$ cat config.mk
export PLATFORM = sky130hd
export DESIGN_NAME = pc_fetch_gen_flat
export DESIGN_NICKNAME = d
export VERILOG_FILES = /design/src/rtl/pc_fetch_gen_pkg.sv /design/src/rtl/pc_fetch_gen_if.sv /design/src/rtl/pc_fetch_gen_pc_next_sel.sv /design/src/rtl/pc_fetch_gen.sv /design/src/flat_wrapper.sv
export SDC_FILE = /design/constraint.sdc
export NUM_CORES = 1
export LEC_CHECK = 0
export BUFFER_PORTS_ARGS = -buffer_cell sky130_fd_sc_hd__buf_2
export CAP_MARGIN = 20
export CORE_ASPECT_RATIO = 0.5
export CORE_MARGIN = 3
export CORE_UTILIZATION = 49
export DETAILED_ROUTE_END_ITERATION = 10
export GPL_ROUTABILITY_DRIVEN = 1
export PLACE_DENSITY = 0.94
export REMOVE_ABC_BUFFERS = 1
export SYNTH_ARGS = -nofsm -noshare
export SYNTH_HDL_FRONTEND = slang
export SYNTH_HIERARCHICAL = 1
export SYNTH_SLANG_ARGS = --single-unit
$ cat constraint.sdc
create_clock -name clk -period 3.99 [get_ports clk]
set_clock_uncertainty 0.1 [all_clocks]
set_input_delay 1.197 -clock clk [delete_from_list [all_inputs] [get_ports clk]]
set_output_delay 1.197 -clock clk [all_outputs]
set_load 0.01 [all_outputs]
$ cat src/rtl/pc_fetch_gen_pkg.sv
// pc_fetch_gen_pkg: shared widths, FSM state encoding and word-align helper for the fetch PC generator
package pc_fetch_gen_pkg;
    localparam int          DATA_W      = 32;
    localparam logic [31:0] PC_STEP_DEF = 32'd4;

    typedef enum logic [1:0] {
        S_RESET = 2'd0,
        S_FETCH = 2'd1,
        S_STALL = 2'd2,
        S_HALT  = 2'd3
    } state_e;

    function automatic logic [DATA_W-1:0] align_word(input logic [DATA_W-1:0] a);
        return {a[DATA_W-1:2], 2'b00};
    endfunction
endpackage

$ cat src/rtl/pc_fetch_gen_if.sv
// pc_fetch_gen_if: redirect/stall/halt requests in, fetch address and status out
interface pc_fetch_gen_if;
    import pc_fetch_gen_pkg::*;

    logic              branch_taken_i;
    logic [DATA_W-1:0] branch_tgt_i;
    logic              stall_i;
    logic              halt_i;
    logic [DATA_W-1:0] pc_o;
    logic [DATA_W-1:0] pc_plus4_o;
    logic              pc_valid_o;
    logic              misalign_o;
    logic              halted_o;
    logic [DATA_W-1:0] fetch_cnt_o;

    modport master (
        output branch_taken_i, branch_tgt_i, stall_i, halt_i,
        input  pc_o, pc_plus4_o, pc_valid_o, misalign_o, halted_o, fetch_cnt_o
    );

    modport slave (
        input  branch_taken_i, branch_tgt_i, stall_i, halt_i,
        output pc_o, pc_plus4_o, pc_valid_o, misalign_o, halted_o, fetch_cnt_o
    );
endinterface

$ cat src/rtl/pc_fetch_gen_pc_next_sel.sv
// pc_next_sel: combinational next-PC mux (redirect > hold > sequential) and redirect misalign detect
module pc_next_sel
    import pc_fetch_gen_pkg::*;
#(
    parameter logic [DATA_W-1:0] PC_STEP = PC_STEP_DEF
) (
    input  state_e            state_i,
    input  logic [DATA_W-1:0] pc_i,
    input  logic              branch_taken_i,
    input  logic [DATA_W-1:0] branch_tgt_i,
    input  logic              stall_i,
    input  logic              halt_i,
    output logic [DATA_W-1:0] pc_next_o,
    output logic [DATA_W-1:0] pc_plus_o,
    output logic              misalign_next_o
);
    logic active;
    logic redirect;
    logic advance;

    // Redirect wins over halt and stall; otherwise only an unstalled, unhalted fetch advances
    always_comb begin
        active          = (state_i == S_FETCH) || (state_i == S_STALL);
        redirect        = active && branch_taken_i;
        advance         = active && !branch_taken_i && !halt_i && !stall_i;
        pc_plus_o       = pc_i + PC_STEP;
        pc_next_o       = redirect ? align_word(branch_tgt_i) : advance ? pc_plus_o : pc_i;
        misalign_next_o = redirect && (|branch_tgt_i[1:0]);
    end
endmodule

$ cat src/rtl/pc_fetch_gen.sv
// pc_fetch_gen: fetch-stage PC register and control FSM; optional retired-fetch counter under FETCH_CNT_EN
module pc_fetch_gen
    import pc_fetch_gen_pkg::*;
#(
    parameter logic [DATA_W-1:0] RESET_VECTOR = 32'h0000_0000,
    parameter logic [DATA_W-1:0] PC_STEP      = PC_STEP_DEF
) (
    input  logic          clk,
    input  logic          rst_n,
    pc_fetch_gen_if.slave bus
);
    state_e            state_q, state_d;
    logic [DATA_W-1:0] pc_q, pc_d;
    logic              misalign_q, misalign_d;
    logic [DATA_W-1:0] pc_plus;

    pc_next_sel #(.PC_STEP(PC_STEP)) u_sel (
        .state_i         (state_q),
        .pc_i            (pc_q),
        .branch_taken_i  (bus.branch_taken_i),
        .branch_tgt_i    (bus.branch_tgt_i),
        .stall_i         (bus.stall_i),
        .halt_i          (bus.halt_i),
        .pc_next_o       (pc_d),
        .pc_plus_o       (pc_plus),
        .misalign_next_o (misalign_d)
    );

    // Next state: leave reset once, then redirect > halt > stall > run; halt is sticky until reset
    always_comb begin
        state_d = state_q;
        case (state_q)
            S_RESET:          state_d = S_FETCH;
            S_FETCH, S_STALL: state_d = bus.branch_taken_i ? S_FETCH :
                                        bus.halt_i         ? S_HALT  :
                                        bus.stall_i        ? S_STALL : S_FETCH;
            default:          state_d = S_HALT;
        endcase
    end

    // State, PC and misalign pulse registers
    always_ff @(posedge clk or negedge rst_n) begin
        if (!rst_n) begin
            state_q    <= S_RESET;
            pc_q       <= RESET_VECTOR;
            misalign_q <= 1'b0;
        end else begin
            state_q    <= state_d;
            pc_q       <= pc_d;
            misalign_q <= misalign_d;
        end
    end

    assign bus.pc_o       = pc_q;
    assign bus.pc_plus4_o = pc_plus;
    assign bus.pc_valid_o = (state_q == S_FETCH) || (state_q == S_STALL);
    assign bus.misalign_o = misalign_q;
    assign bus.halted_o   = (state_q == S_HALT);

`ifdef FETCH_CNT_EN
    logic [DATA_W-1:0] fetch_cnt_q, fetch_cnt_d;
    logic              count_en;

    // A fetch retires on any running edge that is neither stalled nor redirected
    always_comb begin
        count_en    = ((state_q == S_FETCH) || (state_q == S_STALL)) && !bus.stall_i && !bus.branch_taken_i;
        fetch_cnt_d = fetch_cnt_q + {{(DATA_W-1){1'b0}}, count_en};
    end

    // Retired-fetch counter, wraps naturally
    always_ff @(posedge clk or negedge rst_n) begin
        if (!rst_n) fetch_cnt_q <= '0;
        else        fetch_cnt_q <= fetch_cnt_d;
    end

    assign bus.fetch_cnt_o = fetch_cnt_q;
`else
    assign bus.fetch_cnt_o = '0;
`endif
endmodule

$ cat src/flat_wrapper.sv
// flat-port wrapper written by rule: the top's interface ports become plain ports
module pc_fetch_gen_flat import pc_fetch_gen_pkg::*;
#(
    parameter logic [DATA_W-1:0] RESET_VECTOR = 32'h0000_0000,
    parameter logic [DATA_W-1:0] PC_STEP      = PC_STEP_DEF
)
  (clk, rst_n, bus_branch_taken_i, bus_branch_tgt_i, bus_stall_i, bus_halt_i, bus_pc_o, bus_pc_plus4_o, bus_pc_valid_o, bus_misalign_o, bus_halted_o, bus_fetch_cnt_o);
  pc_fetch_gen_if bus_i ();
  input  logic clk;
  input  logic rst_n;
  input wire logic [$bits(bus_i.branch_taken_i)-1:0] bus_branch_taken_i;
  input wire logic [$bits(bus_i.branch_tgt_i)-1:0] bus_branch_tgt_i;
  input wire logic [$bits(bus_i.stall_i)-1:0] bus_stall_i;
  input wire logic [$bits(bus_i.halt_i)-1:0] bus_halt_i;
  output wire logic [$bits(bus_i.pc_o)-1:0] bus_pc_o;
  output wire logic [$bits(bus_i.pc_plus4_o)-1:0] bus_pc_plus4_o;
  output wire logic [$bits(bus_i.pc_valid_o)-1:0] bus_pc_valid_o;
  output wire logic [$bits(bus_i.misalign_o)-1:0] bus_misalign_o;
  output wire logic [$bits(bus_i.halted_o)-1:0] bus_halted_o;
  output wire logic [$bits(bus_i.fetch_cnt_o)-1:0] bus_fetch_cnt_o;
  assign bus_i.branch_taken_i = bus_branch_taken_i;
  assign bus_i.branch_tgt_i = bus_branch_tgt_i;
  assign bus_i.stall_i = bus_stall_i;
  assign bus_i.halt_i = bus_halt_i;
  assign bus_pc_o = bus_i.pc_o;
  assign bus_pc_plus4_o = bus_i.pc_plus4_o;
  assign bus_pc_valid_o = bus_i.pc_valid_o;
  assign bus_misalign_o = bus_i.misalign_o;
  assign bus_halted_o = bus_i.halted_o;
  assign bus_fetch_cnt_o = bus_i.fetch_cnt_o;
  pc_fetch_gen #(.RESET_VECTOR(RESET_VECTOR), .PC_STEP(PC_STEP)) u_core (.clk(clk), .rst_n(rst_n), .bus(bus_i));
endmodule
==> out/results.md, run 1 <==
| Parameter | This run | Unit |
| --- | --- | --- |
| Run status | complete, no violations | - |
| Arrival @ worst endpoint | 2420 | ps |
| Critical path cell sequence | nand4_2 > nor4_2 > and2_1 > nand3_1 > xnor2_1 > buf_2 | - |
| Area share of the largest cell type after synthesis | 34.0 | % |
| Number of port buffers | 103 | - |
| Launch instance of the worst register-to-register path | u_core/bus.pc_o[6] | - |
| Ranking of synthesized cells by area | sky130_fd_sc_hd__dfrtp_1 34%, sky130_fd_sc_hd__buf_4 9.9%, sky130_fd_sc_hd__xnor2_1 7.8% | - |
| # Post-CTS Setup Buffers | 0 | - |
| Number of buffers created by CTS | 5 | - |
| Worst hold-check path type | register to register | - |
| Ranking of synthesized cells by instance count | 35 x sky130_fd_sc_hd__dfrtp_1, 34 x sky130_fd_sc_hd__buf_4, 29 x sky130_fd_sc_hd__nand2_1 | - |
| Routed metal-1 wirelength | 2770 | µm |
| Half-perimeter wire length after detailed placement | 5150 | µm |
| Total number of vias | 2,492 | - |
| Initial antenna violation count | 0 | - |
| Highest routed layer | met4 | - |
| Kind of cell adding the most delay to the critical path | simple AND/OR/NAND/NOR gates | - |
| Share of synthesized area occupied by flip-flops and latches | 34.0 | % |
| DRC | 0 | - |
| Wire length on met2 | 3480 | µm |
| Worst-case setup slack after placement | 620 | ps |
| Final Hold Vio Count | 0 | - |
| Final setup violation count | 0 | - |
| Vias per Instance | 5.51 | - |
| Largest net degree at the start of global routing | 36 | - |
| Worst EP required | 2690 | ps |
| Number of I/O pins | 136 | - |
| Global Route Usage Sum | 21.8 | % |
| Fraction of final layout cells sized beyond drive strength 1 | 32.4 | % |
| Count of clock tree sinks | 35 | - |
| Number of standard-cell rows in the floorplan | 17 | - |
| Sw frac | 46.7 | % |
| Number of routed nets with antenna violations | 0 | - |
| Power density cells | 722 | mW/mm² |
| Proportion of power drawn by combinational gates | 53.5 | % |
| Vias in the first global route | 2,338 | - |
| Final Slew Violations | 0 | - |
| Source-to-sink clock delay at the later pin of the worst-skew pair | 290 | ps |
| Highest clock frequency the design can meet | 269 | MHz |
| Count of flip-flops with a built-in enable after synthesis | 0 | - |
| Top cell type by total area after synthesis | sky130_fd_sc_hd__dfrtp_1 | - |
| Worst-Margin Slew | 806 | ps |
| Diode insertion count for antenna repair | 0 | - |
| # Max-Cap Violations | 0 | - |
| Worst setup margin | 275 | ps |
| DIE AREA | 0.00621 | mm² |
| Unrepaired setup endpoints after global routing | false | - |
| Slowest cell delay on critical path | 620 | ps |
| Worst slew margin relative to its limit | 46.3 | % |
| Count of distinct cell types in the synthesized netlist | 41 | - |
| Overall power consumption | 2.23 | mW |
| Total buffers and inverters traversed by the critical path | 1 | - |
| Y dimension of the die | 57.2 | µm |
| Main combinational cell family by area after synthesis | simple AND/OR/NAND/NOR gates | - |
| IR drop worst, VDD | 0.261 | mV |
| Synthesized netlist cell count | 291 | - |
| Share of the synthesized area in compound gates (AO/OA/AOI/OAI) | 19.4 | % |
| Most instantiated flip-flop cell in the synthesis netlist | sky130_fd_sc_hd__dfrtp_1 | - |
| Seq cells post-synth | 35 | - |
| Die X-Extent | 108 | µm |
| Detailed Routing Iterations Pass 1 | 4 | - |
| Adder and majority gate portion of the synthesized area | 1.46 | % |
| Relative contribution of the clock network to total power | 11.4 | % |
| Total of warnings raised by yosys | 6 | - |
| Cell area after placement | 0.00301 | mm² |
| Remaining global-route overflow | 0 | - |
| Total negative slack | 0 | ps |
| Post-synthesis async set-or-reset flop share | 100 | % |
| Final worst-path cycle share | 93.1 | % |
| Final wirelength | 6940 | µm |
| H-tree depth reported by CTS | 2 | - |
| Crit path from | u_core/bus.pc_o[6] | - |
| Minimum period implied by the final worst setup slack | 3710 | ps |
| Iteration-0 DRC count of the detailed router | 213 | - |
| Buffer depth of the longest clock path | 2 | - |
| Post_cts resized | 0 | - |
| Capturing instance or port of the critical path | bus_pc_plus4_o[26] | - |
| Met3 WL post-DR | 581 | µm |
| Reg2Reg Capture Point | u_core/bus.pc_o[22] | - |
| Part of the power in registers | 35.1 | % |
| CTS tree | done | - |
| Worst-case reg-to-reg path depth | 5 | - |
| Starting density of the core | 54.5 | % |
| Mux contribution to synthesized area | 0.389 | % |
| Most numerous cell in the Yosys netlist | sky130_fd_sc_hd__dfrtp_1 | - |
| Design area | 0.00309 | mm² |
| Avg Synthesized Cell Area | 8.84 | µm² |
| Global placement routability congestion | 0.819 | - |
| Cell Int Power | 1.19 | mW |
| Startpoint of the worst hold path | u_core/bus.pc_o[0] | - |
| Clock input transition at the sequential cells of the worst setup and hold paths | 70 | ps |
| Area of the mapped netlist | 0.00257 | mm² |
| Top fanout value on the critical path | 9 | - |
| Parity-gate share of the synthesized area counting xor and xnor cells | 10.5 | % |
| Area fraction in and, or, nand and nor cells after synthesis | 20.1 | % |
| Average routed wire per standard cell | 15.4 | µm |
| Clock tree root buffer cell | sky130_fd_sc_hd__clkbuf_8 | - |
| Worst setup SP type | register | - |
| Final net count | 425 | - |
| Path length in cells of the critical path | 6 | - |
| Setup slack of the worst register-to-register path | 1580 | ps |
| Placeable Area | 0.00472 | mm² |
| Area added between synthesis and finish | 19.9 | % |
| Wire length of the first global-routing pass | 10,800 | µm |
| Path type of the worst setup path | register to output port | - |
| Category of the worst setup path capture point | output port | - |
| CP max-delay cell | sky130_fd_sc_hd__nor4_2 | - |
| Reported net switching power | 1.04 | mW |
| CTS hold repair buffers | 0 | - |
| Static leakage | 1.52 | nW |
cell families after synthesis:
logic type	count (synthesis)
fa+ha+maj	3
xor+xnor	31
mux	1
simple gates	93
buf+inv	59
compound gates	68
flops	35
other cells	1
cells in the final DEF (no fill, tap or decap), types with 2 or more instances in the layout:
cell and n:
sky130_fd_sc_hd__a221o_1 15, sky130_fd_sc_hd__or4_1 2, sky130_fd_sc_hd__nand4_1 5, sky130_fd_sc_hd__buf_2 103, sky130_fd_sc_hd__nor3b_1 2, sky130_fd_sc_hd__conb_1 32, sky130_fd_sc_hd__and2_1 2, sky130_fd_sc_hd__dfrtp_1 35
sky130_fd_sc_hd__a31oi_1 5, sky130_fd_sc_hd__nor2_1 8, sky130_fd_sc_hd__and4_1 3, sky130_fd_sc_hd__nand4_2 2, sky130_fd_sc_hd__a21o_1 9, sky130_fd_sc_hd__and3_1 3, sky130_fd_sc_hd__clkbuf_8 5, sky130_fd_sc_hd__a21oi_1 5
sky130_fd_sc_hd__o21ai_0 18, sky130_fd_sc_hd__xnor2_1 23, sky130_fd_sc_hd__nor4_1 3, sky130_fd_sc_hd__inv_1 5, sky130_fd_sc_hd__nor2b_1 2, sky130_fd_sc_hd__nor4_2 2, sky130_fd_sc_hd__buf_4 7, sky130_fd_sc_hd__o311ai_0 10
sky130_fd_sc_hd__ha_1 3, sky130_fd_sc_hd__xor2_1 8, sky130_fd_sc_hd__clkbuf_1 2, sky130_fd_sc_hd__nand3_1 12, sky130_fd_sc_hd__nor3_1 12, sky130_fd_sc_hd__nand2_1 29
power by group through the flow:
stage               combinational (mW)  sequential, mW  clock, mW
finish                            1.19           0.782      0.254
global route                      1.29           0.821      0.269
CTS                               1.20           0.779      0.255
detailed placement                1.19           0.783          0
global placement                  1.18           0.767          0
floorplan                        0.644           0.809          0
routing by layer:
| metal | global-route usage, % | up-vias |
|---|---|---|
| met5 | 0 | - |
| met4 | 8.45 | 0 |
| met3 | 3.95 | 10 |
| met2 | 38.6 | 134 |
| met1 | 26.5 | 1172 |
| li1 | - | 1176 |
worst register-to-register path: cells and delay by family (launching register included):
family,cells,cell delay [ps]
AND/OR/NAND/NOR,4,1300
flip-flops,1,520
AO/OA/AOI/OAI,1,370
registers in the layout, indices dropped and copies added (netlist names):
signal	count
u_core/bus.pc_o	32
u_core/state_q	2
u_core/bus.misalign_o	1
metrics by stage:
stage / std cells / utilization (%) / hold slack [ps]
global route: 452 / 65.4 / 490
global placement: 444 / 63.6 / 394
detailed placement: 444 / 63.6 / 411
CTS: 452 / 65.4 / 432
finish: 452 / 65.4 / 431
floorplan: 268 / - / 500
worst min path at each step:
stage | slack [ps] | endpoint | depth (start not counted)
after floorplan | 500 | u_core/bus.pc_o[3] | 2
after global placement | 390 | u_core/bus.pc_o[1] | 1
after detailed placement | 410 | u_core/bus.pc_o[0] | 1
after CTS | 430 | u_core/bus.pc_o[0] | 1
after global routing | 490 | u_core/bus.pc_o[1] | 1
final | 430 | u_core/bus.pc_o[0] | 1
final cells by class:
cell class / instances / area (µm²)
Fill cell: 384 / 1640
Multi-Input combinational cell: 228 / 1460
Sequential cell: 35 / 876
Timing Repair Buffer: 110 / 568
Tap cell: 66 / 82.6
Clock buffer: 7 / 76.3
Inverter: 5 / 18.8
Clock inverter: 1 / 5.00
Power figures use the tool's default switching activity.
==> inputs of run 2 (changes only) <==
- RECOVER_POWER: not set -> 50
==> out/results.md, run 2 (synthesis gave the netlist of run 1 again) <==
| Parameter | This run | Unit | vs previous |
| --- | --- | --- | --- |
| Cell area after placement | 0.00301 | mm² | unchanged |
| Half-perimeter wire length after detailed placement | 5150 | µm | unchanged |
| CTS tree | done | - |  |
| Iteration-0 DRC count of the detailed router | 165 | - | -23% |
| Number of flip-flops under the largest register name | 32 | - | unchanged |
| Worst setup SP type | register | - |  |
| Path type of the worst setup path | register to output port | - |  |
| Failing checks | capacitance limit, slew limit | - |  |
| Worst-Margin Slew | 1940 | ps | +1140 ps |
| Static leakage | 1.42 | nW | -6.9% |
| Design area | 0.00304 | mm² | -1.5% |
| Number of routed nets with antenna violations | 0 | - | unchanged |
| Number of buffers created by CTS | 5 | - | unchanged |
| Reg2Reg Capture Point | u_core/bus.pc_o[22] | - |  |
| Worst-case setup slack after placement | 620 | ps | unchanged |
| Count of clock tree sinks | 35 | - | unchanged |
| Multi-input combinational cell area | 0.00146 | mm² | -0.17% |
| Run status | complete, but fails checks | - |  |
| Area added between synthesis and finish | 18.2 | % |  |
| Global-route met2 utilization | 38.6 | % | unchanged |
| Top Usage Layer GRT | met2 | - |  |
| Sequential standard cell area | 876 | µm² | unchanged |
| Global Route met3 Usage | 3.95 | % | unchanged |
| DRC | 0 | - | unchanged |
| Largest net degree at the start of global routing | 36 | - | unchanged |
| Worst hold-check path type | register to register | - |  |
| Starting density of the core | 54.5 | % | unchanged |
| Average routed wire per standard cell | 15.4 | µm | +0.30% |
| Final worst-path cycle share | 94.2 | % | +1.1 points |
| Global Route Usage Sum | 21.8 | % | unchanged |
| Category of the worst setup path capture point | output port | - |  |
| Highest clock frequency the design can meet | 266 | MHz | -1.1% |
| Minimum period implied by the final worst setup slack | 3760 | ps | +42.5 ps |
| Global placement routability congestion | 0.819 | - | unchanged |
| Setup slack of the worst register-to-register path | 1550 | ps | -30 ps |
| Critical path cell sequence | nand4_2 > nor4_2 > and2_1 > nand3_1 > xnor2_1 > buf_2 | - |  |
| Fraction of met1 tracks used by global routing | 26.5 | % | unchanged |
| IR drop worst, VDD | 0.256 | mV | -1.9% |
| Remaining global-route overflow | 0 | - | unchanged |
| Crit path from | u_core/bus.pc_o[6] | - |  |
| Fillers | 398 | - | +3.6% |
| Detailed Routing Iterations Pass 1 | 4 | - | unchanged |
| Buffer depth of the longest clock path | 2 | - | unchanged |
| Launch instance of the worst register-to-register path | u_core/bus.pc_o[6] | - |  |
| Final net count | 425 | - | unchanged |
| Source-to-sink clock delay at the later pin of the worst-skew pair | 290 | ps | about the same |
| Die X-Extent | 108 | µm | unchanged |
| Fraction of final layout cells sized beyond drive strength 1 | 24.4 | % | -8.0 points |
| Total number of vias | 2,503 | - | +0.44% |
| Number of standard-cell rows in the floorplan | 17 | - | unchanged |
| Capturing instance or port of the critical path | bus_pc_plus4_o[26] | - |  |
| Post_cts resized | 0 | - | unchanged |
| Unrepaired setup endpoints after global routing | false | - |  |
| Power density cells | 720 | mW/mm² | -0.20% |
| Worst-case reg-to-reg path depth | 5 | - | unchanged |
| Leading cell types in the layout, fill and taps excluded | 75 x sky130_fd_sc_hd__buf_2, 35 x sky130_fd_sc_hd__dfrtp_1, 32 x sky130_fd_sc_hd__clkbuf_1, 32 x sky130_fd_sc_hd__conb_1, 29 x sky130_fd_sc_hd__nand2_1 | - |  |
| Final wirelength | 6970 | µm | +0.30% |
| Y dimension of the die | 57.2 | µm | unchanged |
| Number of I/O pins | 136 | - | unchanged |
| # Post-CTS Setup Buffers | 0 | - | unchanged |
| Total negative slack | 0 | ps | unchanged |
| CTS hold repair buffers | 0 | - | unchanged |
| Final Hold Vio Count | 0 | - | unchanged |
| Placeable Area | 0.00472 | mm² | unchanged |
| Worst slew margin relative to its limit | -29.5 | % | -76 points |
| Slowest cell delay on critical path | 650 | ps | +30 ps |
| Arrival @ worst endpoint | 2460 | ps | +40 ps |
| Initial antenna violation count | 0 | - | unchanged |
| # Max-Cap Violations | 1 | - | +1 |
| Worst setup margin | 233 | ps | -42.5 ps |
| Worst EP required | 2690 | ps | about the same |
| DIE AREA | 0.00621 | mm² | unchanged |
| Clock tree root buffer cell | sky130_fd_sc_hd__clkbuf_8 | - |  |
| Wire length of the first global-routing pass | 10,800 | µm | unchanged |
| Vias in the first global route | 2,338 | - | unchanged |
| Diode insertion count for antenna repair | 0 | - | unchanged |
| H-tree depth reported by CTS | 2 | - | unchanged |
| Clock input transition at the sequential cells of the worst setup and hold paths | 70 | ps | about the same |
| Number of port buffers | 103 | - | unchanged |
| Top fanout value on the critical path | 9 | - | unchanged |
| CP max-delay cell | sky130_fd_sc_hd__nor4_2 | - |  |
| Vias per Instance | 5.54 | - | +0.44% |
| Leading cell type in the layout, fill and taps excluded | sky130_fd_sc_hd__buf_2 | - |  |
| Final Slew Violations | 36 | - | +36 |
| Final setup violation count | 0 | - | unchanged |
## run 2: worst min path at each step
| stage | startpoint | to | slack [ps] | depth (start not counted) |
|---|---|---|---|---|
| 2_1_floorplan | u_core/bus.pc_o[3] | u_core/bus.pc_o[3] | 500 | 2 |
| 5_1_grt | u_core/bus.pc_o[0] | u_core/bus.pc_o[0] | 490 | 1 |
| 3_3_place_gp | u_core/bus.pc_o[1] | u_core/bus.pc_o[1] | 390 | 1 |
| 6_report | u_core/bus.pc_o[0] | u_core/bus.pc_o[0] | 440 | 1 |
| 3_5_place_dp | u_core/bus.pc_o[0] | u_core/bus.pc_o[0] | 410 | 1 |
| 4_1_cts | u_core/bus.pc_o[0] | u_core/bus.pc_o[0] | 430 | 1 |
## run 2: worst max-delay path: cells and delay by family (launching register included)
family / cells / cell delay, ps
xor+xnor: 1 / 150
buf+inv: 1 / 140
flops: 1 / 520
simple gates: 4 / 1350
## run 2: routing by layer
metal	routed length (µm)	part of all wire, %
met5	0	0
met2	3480	50
met3	562	8.1
met1	2810	40
met4	116	1.7
## run 2: final cells by class
cell class | count | area share, %
sequential | 35 | 28.8
multi-input combinational | 228 | 47.9
inverter | 5 | 0.617
tap | 66 | 2.71
clock buffer | 7 | 2.51
timing repair buffer | 110 | 17.3
clock inverter | 1 | 0.165
## run 2: per-stage QoR
| stage | utilization, % | hold slack [ps] | power [mW] | std cells |
|---|---|---|---|---|
| final | 64.4 | 443 | 2.19 | 452 |
| after global routing | 64.4 | 492 | 2.35 | 452 |
| after CTS | 65.4 | 432 | 2.23 | 452 |
| after detailed placement | 63.6 | 411 | 1.98 | 444 |
| after global placement | 63.6 | 394 | 1.94 | 444 |
| after floorplan | - | 500 | 1.45 | 268 |
## run 2: power by group
part | internal, mW | switching, mW | leakage, nW
clock | 0.123 | 0.130 | 0.0422
combinational | 0.514 | 0.638 | 0.941
sequential | 0.514 | 0.272 | 0.436
total | 1.15 | 1.04 | 1.42
==> inputs of run 3 (changes only) <==
- clock period: 3.99 -> 4.5 ns (I/O delays scaled with it)
==> out/results.md, run 3 (synthesis gave the netlist of run 1 again) <==
| Parameter | This run | Unit | vs previous |
| --- | --- | --- | --- |
| Run status | complete, but fails checks | - |  |
| Wire length of the first global-routing pass | 10,900 | µm | +0.82% |
| Total negative slack | 0 | ps | unchanged |
| Y dimension of the die | 57.2 | µm | unchanged |
| Final net count | 424 | - | -0.24% |
| Non-Filler Instances | 451 | - | -0.22% |
| Global Route Usage Sum | 21.6 | % | -0.13 points |
| Placeable Area | 0.00472 | mm² | unchanged |
| IR drop worst, VDD | 0.235 | mV | -8.1% |
| DRC | 0 | - | unchanged |
| Iteration-0 DRC count of the detailed router | 151 | - | -8.5% |
| Arrival @ worst endpoint | 2590 | ps | +130 ps |
| Worst EP required | 3050 | ps | +360 ps |
| Minimum period implied by the final worst setup slack | 4040 | ps |  |
| Power density cells | 639 | mW/mm² | -11% |
| Initial antenna violation count | 0 | - | unchanged |
| Leading cell type in the layout, fill and taps excluded | sky130_fd_sc_hd__buf_2 | - |  |
| Number of flip-flops under the largest register name | 32 | - | unchanged |
| Worst hold-check path type | register to register | - |  |
| Total number of vias | 2,521 | - | +0.72% |
| Number of buffers created by CTS | 5 | - | unchanged |
| Number of standard-cell rows in the floorplan | 17 | - | unchanged |
| Worst setup SP type | register | - |  |
| Average routed wire per standard cell | 15.3 | µm | -0.90% |
| Number of routed nets with antenna violations | 0 | - | unchanged |
| Largest net degree at the start of global routing | 36 | - | unchanged |
| Half-perimeter wire length after detailed placement | 5130 | µm | -0.26% |
| Vias per Instance | 5.59 | - | +0.94% |
| Final Hold Vio Count | 0 | - | unchanged |
| Worst slew margin relative to its limit | -27.4 | % | +2.1 points |
| Clock input transition at the sequential cells of the worst setup and hold paths | 70 | ps | about the same |
| Category of the worst setup path capture point | output port | - |  |
| DIE AREA | 0.00621 | mm² | unchanged |
| Unrepaired setup endpoints after global routing | false | - |  |
| Dpl cells | 443 | - | -0.23% |
| Post_cts resized | 0 | - | unchanged |
| Remaining global-route overflow | 0 | - | unchanged |
| Final wirelength | 6890 | µm | -1.1% |
| Detailed Routing Iterations Pass 1 | 4 | - | unchanged |
| CTS tree | done | - |  |
| # Post-CTS Setup Buffers | 0 | - | unchanged |
| Path type of the worst setup path | register to output port | - |  |
| # Max-Cap Violations | 1 | - | unchanged |
| CTS hold repair buffers | 0 | - | unchanged |
| Global placement routability congestion | 0.837 | - | +2.2% |
| Final Slew Violations | 36 | - | unchanged |
| Count of clock tree sinks | 35 | - | unchanged |
| Clock tree root buffer cell | sky130_fd_sc_hd__clkbuf_8 | - |  |
| Number of I/O pins | 136 | - | unchanged |
| Buffer depth of the longest clock path | 2 | - | unchanged |
| Failing checks | capacitance limit, slew limit | - |  |
| Source-to-sink clock delay at the later pin of the worst-skew pair | 290 | ps | about the same |
| Startpoint of the worst hold path | u_core/bus.pc_o[0] | - |  |
| Diode insertion count for antenna repair | 0 | - | unchanged |
| Starting density of the core | 54.5 | % | unchanged |
| Area added between synthesis and finish | 17.9 | % |  |
| Crit path from | u_core/bus.pc_o[2] | - |  |
| Final setup violation count | 0 | - | unchanged |
| Worst-Margin Slew | 1910 | ps | -31.7 ps |
| Vias in the first global route | 2,370 | - | +1.4% |
| Die X-Extent | 108 | µm | unchanged |
| Number of port buffers | 103 | - | unchanged |
| Final worst-path cycle share | 89.7 | % |  |
| Highest clock frequency the design can meet | 248 | MHz |  |
| Static leakage | 1.42 | nW | about the same |
| Leading cell types in the layout, fill and taps excluded | 76 x sky130_fd_sc_hd__buf_2, 35 x sky130_fd_sc_hd__dfrtp_1, 32 x sky130_fd_sc_hd__conb_1 | - |  |
| Top fanout value on the critical path | 8 | - | -1 |
| Fraction of final layout cells sized beyond drive strength 1 | 24.4 | % | +0.063 points |
| Launch instance of the worst register-to-register path | u_core/state_q[0] | - |  |
| H-tree depth reported by CTS | 2 | - | unchanged |
[run 3: cell types whose count changed in the layout (fill, tap and decap cells not counted)]
cell                       delta
sky130_fd_sc_hd__buf_2        +1
sky130_fd_sc_hd__buf_4        -1
sky130_fd_sc_hd__clkbuf_1     -1
[run 3: layout make-up]
| type | instances | area, µm² |
|---|---|---|
| fillers | 410 | 1690 |
| multi-input cells | 228 | 1460 |
| flip-flops and latches | 35 | 876 |
| repair buffers | 109 | 519 |
| well taps | 66 | 82.6 |
| clock buffers | 7 | 76.3 |
| inverters | 5 | 18.8 |
| clock inverters | 1 | 5.00 |
[run 3: worst paths after layout]
| path | to | slack, ps | cells past startpoint |
|---|---|---|---|
| hold / removal | u_core/bus.pc_o[0] | 450 | 1 |
| setup reg to reg | u_core/bus.pc_o[13] | 1910 | 6 |
| min in group asynchronous | u_core/bus.pc_o[20] | 1480 | 1 |
| hold reg to reg | u_core/bus.pc_o[0] | 450 | 1 |
| setup / recovery | bus_pc_plus4_o[26] | 460 | 7 |
| max in group asynchronous | u_core/bus.pc_o[11] | 1720 | 1 |
[run 3: through the flow]
stage	setup WS (ps)	cell area [µm²]	power, mW	util [%]	hold slack, ps
after CTS	540	3080	1.98	65.2	436
after floorplan	631	2350	1.29	-	500
after detailed placement	881	3000	1.75	63.5	415
after global placement	995	3000	1.71	63.5	401
after global routing	363	3040	2.09	64.3	491
final	462	3040	1.94	64.3	445
[run 3: routing by layer]
| metal | wire length (µm) | share of wire (%) | vias up | GRT usage [%] |
|---|---|---|---|---|
| met3 | 705 | 10 | 13 | 5.31 |
| met5 | 0 | 0 | - | 0 |
| li1 | - | - | 1183 | - |
| met2 | 3340 | 49 | 158 | 36.6 |
| met4 | 102 | 1.5 | 0 | 7.73 |
| met1 | 2740 | 40 | 1167 | 27.2 |
[run 3: critical path: stages, from the launching register on]
cell and delay (ps):
sky130_fd_sc_hd__dfrtp_1 460, sky130_fd_sc_hd__ha_1 250, sky130_fd_sc_hd__nand3_1 290, sky130_fd_sc_hd__nor4_2 550, sky130_fd_sc_hd__and2_1 300, sky130_fd_sc_hd__nand3_1 140
sky130_fd_sc_hd__xnor2_1 150, sky130_fd_sc_hd__buf_2 140
[run 3: power breakdown]
group	switching (mW)	internal, mW
clock	0.114	0.109
sequential	0.240	0.456
combinational	0.565	0.457
